[config.mk]
export PLATFORM = sky130hd
export DESIGN_NAME = lsu_mem_arbiter
export DESIGN_NICKNAME = d
export VERILOG_FILES = /design/src/rtl/lsu_pkg.sv /design/src/rtl/rr_arbiter.sv /design/src/rtl/lsu_mem_arbiter.sv
export SDC_FILE = /design/constraint.sdc
export NUM_CORES = 1
export LEC_CHECK = 0
export ABC_CLOCK_PERIOD_IN_PS = 4900
export CAP_MARGIN = 20
export CORE_AREA = 3 3 114 116
export DETAILED_ROUTE_END_ITERATION = 10
export DIE_AREA = 0 0 117 119
export GPL_TIMING_DRIVEN = 0
export PLACE_DENSITY_LB_ADDON = 0.05
export SLEW_MARGIN = 20
export SYNTH_ARGS = -nofsm -noshare
export SYNTH_HDL_FRONTEND = slang
export SYNTH_SLANG_ARGS = --single-unit
[constraint.sdc]
create_clock -name clk -period 4.9 [get_ports clk]
set_input_delay 0.735 -clock clk [delete_from_list [all_inputs] [get_ports clk]]
set_output_delay 0.735 -clock clk [all_outputs]
set_load 0.1 [all_outputs]
[src/rtl/lsu_pkg.sv]
// Shared types and constants for the LSU memory path.
// Imported by the arbiter and its round-robin helper.
package lsu_pkg;

  localparam int LSU_ADDR_W = 32;
  localparam int LSU_DATA_W = 32;

  typedef enum logic [1:0] {
    SZ_BYTE = 2'b00,
    SZ_HALF = 2'b01,
    SZ_WORD = 2'b10
  } mem_size_t;

  typedef struct packed {
    logic                  rd_en;
    logic                  wr_en;
    logic [LSU_ADDR_W-1:0] addr;
    logic [LSU_DATA_W-1:0] wr_data;
    mem_size_t             size;
  } lsu_req_t;

endpackage

[src/rtl/rr_arbiter.sv]
// Round-robin arbiter: one-hot grant searching upward from rr_ptr.
// The pointer advances past the winner only on a granted cycle.
module rr_arbiter
  import lsu_pkg::*;
#(
  parameter int N  = 2,
  parameter int IW = (N > 1) ? $clog2(N) : 1
) (
  input  logic          clk,
  input  logic          rst,
  input  logic [N-1:0]  req_i,
  input  logic          en_i,
  output logic [N-1:0]  grant_o,
  output logic [IW-1:0] grant_idx_o
);

  logic [IW-1:0] rr_ptr_q;
  logic [IW-1:0] rr_ptr_d;
  logic [IW-1:0] idx;
  logic          found;

  // N is a power of two, so IW-bit addition wraps modulo N
  always_comb begin
    grant_o     = '0;
    grant_idx_o = '0;
    found       = 1'b0;
    idx         = '0;
    for (int k = 0; k < N; k++) begin
      idx = rr_ptr_q + IW'(k);
      if (en_i && !found && req_i[idx]) begin
        found        = 1'b1;
        grant_o[idx] = 1'b1;
        grant_idx_o  = idx;
      end
    end
  end

  assign rr_ptr_d = found ? grant_idx_o + IW'(1) : rr_ptr_q;

  always_ff @(posedge clk or posedge rst) begin
    if (rst) rr_ptr_q <= '0;
    else     rr_ptr_q <= rr_ptr_d;
  end

endmodule

[src/rtl/lsu_mem_arbiter.sv]
// Shares one data-memory port among the LSU slots of a bundle.
// Loads return one cycle after grant, routed by the registered tag.
module lsu_mem_arbiter
  import lsu_pkg::*;
#(
  parameter int NUM_PORTS = 2,
  parameter int ADDR_W    = LSU_ADDR_W,
  parameter int DATA_W    = LSU_DATA_W,
  parameter int CNT_W     = 16
) (
  input  logic                          clk,
  input  logic                          rst,
  input  logic [NUM_PORTS-1:0]          req_rd_en,
  input  logic [NUM_PORTS-1:0]          req_wr_en,
  input  logic [NUM_PORTS*ADDR_W-1:0]   req_addr,
  input  logic [NUM_PORTS*DATA_W-1:0]   req_wr_data,
  input  logic [NUM_PORTS*2-1:0]        req_size,
  output logic [NUM_PORTS-1:0]          req_stall,
  output logic [NUM_PORTS-1:0]          rsp_valid,
  output logic [DATA_W-1:0]             rsp_data,
  output logic                          mem_rd_en,
  output logic                          mem_wr_en,
  output logic [ADDR_W-1:0]             mem_addr,
  output logic [DATA_W-1:0]             mem_wr_data,
  output logic [1:0]                    mem_size,
  input  logic                          mem_ready,
  input  logic [DATA_W-1:0]             mem_rd_data,
  output logic                          err_conflict,
  output logic [CNT_W-1:0]              conflict_cnt
);

  localparam int IW = $clog2(NUM_PORTS);
  localparam logic [CNT_W-1:0] CNT_MAX = '1;

  logic [NUM_PORTS-1:0] valid;
  logic [NUM_PORTS-1:0] grant;
  logic [IW-1:0]        gidx;
  logic                 gnt;
  logic                 sel_rd;
  mem_size_t            sel_size;

  logic                 rd_pending_q, rd_pending_d;
  logic [IW-1:0]        rd_tag_q, rd_tag_d;
  logic                 err_q, err_d;
  logic [CNT_W-1:0]     cnt_q, cnt_d;

  assign valid = req_rd_en | req_wr_en;

  rr_arbiter #(.N(NUM_PORTS), .IW(IW)) u_arb (
    .clk         (clk),
    .rst         (rst),
    .req_i       (valid),
    .en_i        (mem_ready),
    .grant_o     (grant),
    .grant_idx_o (gidx)
  );

  assign gnt    = (|grant) & ~rst;
  // A slot raising both strobes is serviced as a load
  assign sel_rd = gnt & req_rd_en[gidx];

  always_comb begin
    mem_rd_en   = sel_rd;
    mem_wr_en   = 1'b0;
    mem_addr    = '0;
    mem_wr_data = '0;
    sel_size    = SZ_BYTE;
    if (gnt) begin
      mem_wr_en   = req_wr_en[gidx] & ~req_rd_en[gidx];
      mem_addr    = req_addr[int'(gidx)*ADDR_W +: ADDR_W];
      mem_wr_data = req_wr_data[int'(gidx)*DATA_W +: DATA_W];
      sel_size    = mem_size_t'(req_size[int'(gidx)*2 +: 2]);
    end
    mem_size = sel_size;
  end

  assign req_stall = rst ? '0 : (valid & ~grant);
  assign rsp_data  = rst ? '0 : mem_rd_data;

  always_comb begin
    rsp_valid = '0;
    for (int i = 0; i < NUM_PORTS; i++)
      rsp_valid[i] = rd_pending_q & ~rst & (rd_tag_q == IW'(i));
  end

  always_comb begin
    rd_pending_d = sel_rd;
    rd_tag_d     = sel_rd ? gidx : rd_tag_q;
    err_d        = err_q | (|(req_rd_en & req_wr_en));
    cnt_d        = cnt_q;
    if ($countones(valid) > 1 && cnt_q != CNT_MAX)
      cnt_d = cnt_q + CNT_W'(1);
  end

  always_ff @(posedge clk or posedge rst) begin
    if (rst) begin
      rd_pending_q <= 1'b0;
      rd_tag_q     <= '0;
      err_q        <= 1'b0;
      cnt_q        <= '0;
    end else begin
      rd_pending_q <= rd_pending_d;
      rd_tag_q     <= rd_tag_d;
      err_q        <= err_d;
      cnt_q        <= cnt_d;
    end
  end

  assign err_conflict = err_q;
  assign conflict_cnt = cnt_q;

endmodule

==> results.json <==
{
  "outcome": "complete, no violations",
  "synthArstFlopShare_pct": 100,
  "cts_tree": "built",
  "setup_viol": 0,
  "drc": 0,
  "rr_worst_depth": 6,
  "row_count": 40,
  "p_per_area_nw_per_um2": 274,
  "worstHoldStart": "err_conflict$_DFF_PP0_",
  "synth_edf_count": 0,
  "ir_drop_v": 0.000300,
  "fillers": 1273,
  "netlist.area_leader.share_pct": 23.8,
  "hold_viol": 0,
  "drv_slew": 0,
  "crit_arrival_ps": 3930,
  "path_max_fanout": 10,
  "grt_pass1_wl_um": 18400,
  "synth-main-ff-cell": "dfrtp_1",
  "regArea_sq_um": 500,
  "initial_core_util_pct": 18.4,
  "synth_cell_types": 40,
  "yosys.area.top_type": "nand2_1",
  "fmax_mhz": 215,
  "yosys-top-cells-area": "nand2_1 (24%), dfrtp_1 (23%), a21oi_1 (15%), nor2b_1 (9.1%), xnor2_1 (4.4%)",
  "clk_path_buf_depth": 2,
  "end_kind": "output pin",
  "routed_wl_um": 13000,
  "path_clk_slew_ps": 50,
  "max_cap_viol_count": 0,
  "fin_crit_sh_pct": 95.1,
  "cp.required_ps": 4160,
  "slew_headroom_pct": 27.5,
  "min_path_type": "flip-flop to flip-flop",
  "critPathLaunch": "req_rd_en[0]",
  "min_to": "err_conflict$_DFF_PP0_",
  "synthCells": 361,
  "cpPeakStageDelay_ps": 1170,
  "fin_setup_tns_ps": 0,
  "crit_type": "primary input to output pin",
  "core_area_sq_um": 12000,
  "grt_overflow": 0,
  "cts_root_buf": "clkbuf_16",
  "whs_path_depth": 1,
  "syn-num-nets": 533,
  "gp_congestion": 0.814,
  "final_nets": 826,
  "clkSinkCount": 20,
  "io_pins": 292,
  "firstDrtPassIters": 4,
  "antenna_found_initial": 0,
  "netlist_area_sq_um": 2200,
  "grt.total_usage_pct": 16.7,
  "port_buffers": 288,
  "detail_route.wl_per_cell_um": 16.2,
  "ant_nets": 0,
  "fin_hold_ws_ps": 512,
  "cts_buffers": 3,
  "insertion_delay_ps": 250,
  "multi_input_comb_area_sq_um": 1580,
  "rsz0062_at_grt": "false",
  "place_hpwl_um": 11200,
  "via_per_inst": 4.37,
  "post-cts-setup-buffer-count": 0,
  "slowest_stage": "clkdlybuf4s50_1",
  "drive_gt1_share_pct": 3.22,
  "start_kind": "primary input",
  "synth_seq_cells": 20,
  "post-route-min-period_ps": 4660,
  "num_antenna_cells": 0,
  "r2r_slack_ps": 2790,
  "cp.buffers_inverters": 4,
  "synth.avg_cell_area_sq_um": 6.11,
  "reg2reg_from": "conflict_cnt[0]$_DFFE_PP0P_",
  "die_w_um": 117,
  "die_h_um": 119,
  "worst-path-stages": 8,
  "cts_max_level": 1,
  "crit_top_cell": "clkdlybuf4s50_1",
  "cpLargestDelayFamily": "buffers and inverters",
  "area.growth.synth_to_final_pct": 143,
  "via_count": 3497,
  "p_leak_nw": 2.10,
  "grt_start_max_net_pins": 22,
  "drtIter0Drc": 139,
  "dieArea_sq_um": 13900,
  "synth-seq-area-share_pct": 22.7,
  "reg2reg_to": "conflict_cnt[1]$_DFFE_PP0P_",
  "worst_pin_slew_ps": 1080,
  "cp_cell_sequence": "clkdlybuf4s50_1, nor2_1, o221ai_1, buf_2, buf_1, nand2_1, a21oi_1, clkdlybuf4s50_1",
  "finClkSkew_ps": 2.55,
  "yosys_warnings": 0,
  "grt_pass1_vias": 3475
}
## cell families (layout without fill, tap and decap cells)
group	Yosys count	in the layout	synth area share, %
simple gates	213	213	43.8
compound gates	81	81	20.3
buf+inv	30	322	5.79
flops	20	20	22.7
xor+xnor	13	13	5.16
mux	3	3	1.70
fa+ha+maj	1	1	0.567
## worst max-delay path by stage
stage	end	slack, ps
3_3_place_gp	mem_wr_data[12]	200
4_1_cts	mem_wr_data[12]	170
3_5_place_dp	mem_wr_data[12]	180
5_1_grt	mem_wr_data[12]	30
6_report	mem_wr_data[12]	240
2_1_floorplan	mem_wr_en	480
## Yosys cell counts (2+ instances only)
| master | instances |
|---|---|
| a21oi_1 | 66 |
| a22o_1 | 2 |
| and3_1 | 3 |
| and3_2 | 2 |
| buf_1 | 7 |
| buf_2 | 6 |
| clkbuf_1 | 14 |
| dfrtp_1 | 20 |
| inv_1 | 2 |
| mux2_2 | 2 |
| nand2_1 | 140 |
| nand3_1 | 9 |
| nand4_1 | 5 |
| nor2_1 | 10 |
| nor2b_1 | 32 |
| nor3_1 | 3 |
| nor4_1 | 2 |
| o21ai_0 | 3 |
| xnor2_1 | 11 |
| xor2_1 | 2 |
## stage by stage
step | util [%] | instances | area (sq um) | setup slack, ps | total power [mW]
after floorplan | - | 361 | 2200 | 482 | 0.961
after global placement | 43.9 | 796 | 5270 | 200 | 1.29
after detailed placement | 43.9 | 796 | 5270 | 179 | 1.30
after CTS | 44.6 | 800 | 5360 | 174 | 1.49
after global routing | 44.6 | 800 | 5360 | 28.9 | 1.54
final | 44.6 | 800 | 5360 | 240 | 1.47
## power by group
| group | internal [mW] | total [mW] | switching (mW) |
|---|---|---|---|
| clock network | 0.124 | 0.181 | 0.0571 |
| logic | 0.320 | 1.04 | 0.723 |
| registers | 0.199 | 0.246 | 0.0473 |
| total | 0.643 | 1.47 | 0.828 |
## flip-flops by register name, summed over array words and instances, names as in the netlist
register,cells
conflict_cnt,16
u_arb.rr_ptr_q,1
err_conflict,1
rd_pending_q,1
rd_tag_q,1
## layer usage
layer / wire length (um) / track usage, %
met1: 4560 / 16.7
met2: 6980 / 33.8
met3: 1330 / 5.39
met4: 93 / 1.65
met5: 0 / 0
## area by class of cell
cell class                      instances  area share [%]
Timing Repair Buffer                  288            53.8
Multi-Input combinational cell        311            29.4
Sequential cell                        20            9.33
Tap cell                              147            3.43
Buffer                                 28            2.24
Clock buffer                            4            1.66
Inverter                                2           0.140
## cell usage in the layout (no fill, tap or decap), drive strengths merged
| master | count |
|---|---|
| xnor2 | 11 |
| nor2b | 32 |
| nand4 | 6 |
| and2 | 1 |
| dlymetal6s2s | 1 |
| nor4 | 2 |
| nand2 | 140 |
| a22oi | 1 |
| nand2b | 1 |
| inv | 2 |
| ha | 1 |
| o211ai | 1 |
| nor2 | 10 |
| o221ai | 1 |
| nor3b | 1 |
| mux2 | 3 |
| o22ai | 1 |
| a21oi | 66 |
| a221oi | 1 |
| nand3 | 10 |
| o221a | 1 |
| dfrtp | 20 |
| a221o | 1 |
| xor2 | 2 |
| o22a | 1 |
| a211oi | 1 |
| nor3 | 3 |
| buf | 14 |
| o21ai | 3 |
| clkbuf | 18 |
| or4 | 1 |
| clkdlybuf4s50 | 287 |
| a22o | 2 |
| and3 | 5 |
| and4 | 1 |
| o21a | 1 |
## what timing repair did
| action | CTS | global route |
|---|---|---|
| resized for setup | 0 | 1 |
| hold buffers | 0 | 0 |
| endpoints found under the setup margin | 0 | 1 |
No activity file was read; power rests on OpenSTA's default activity.
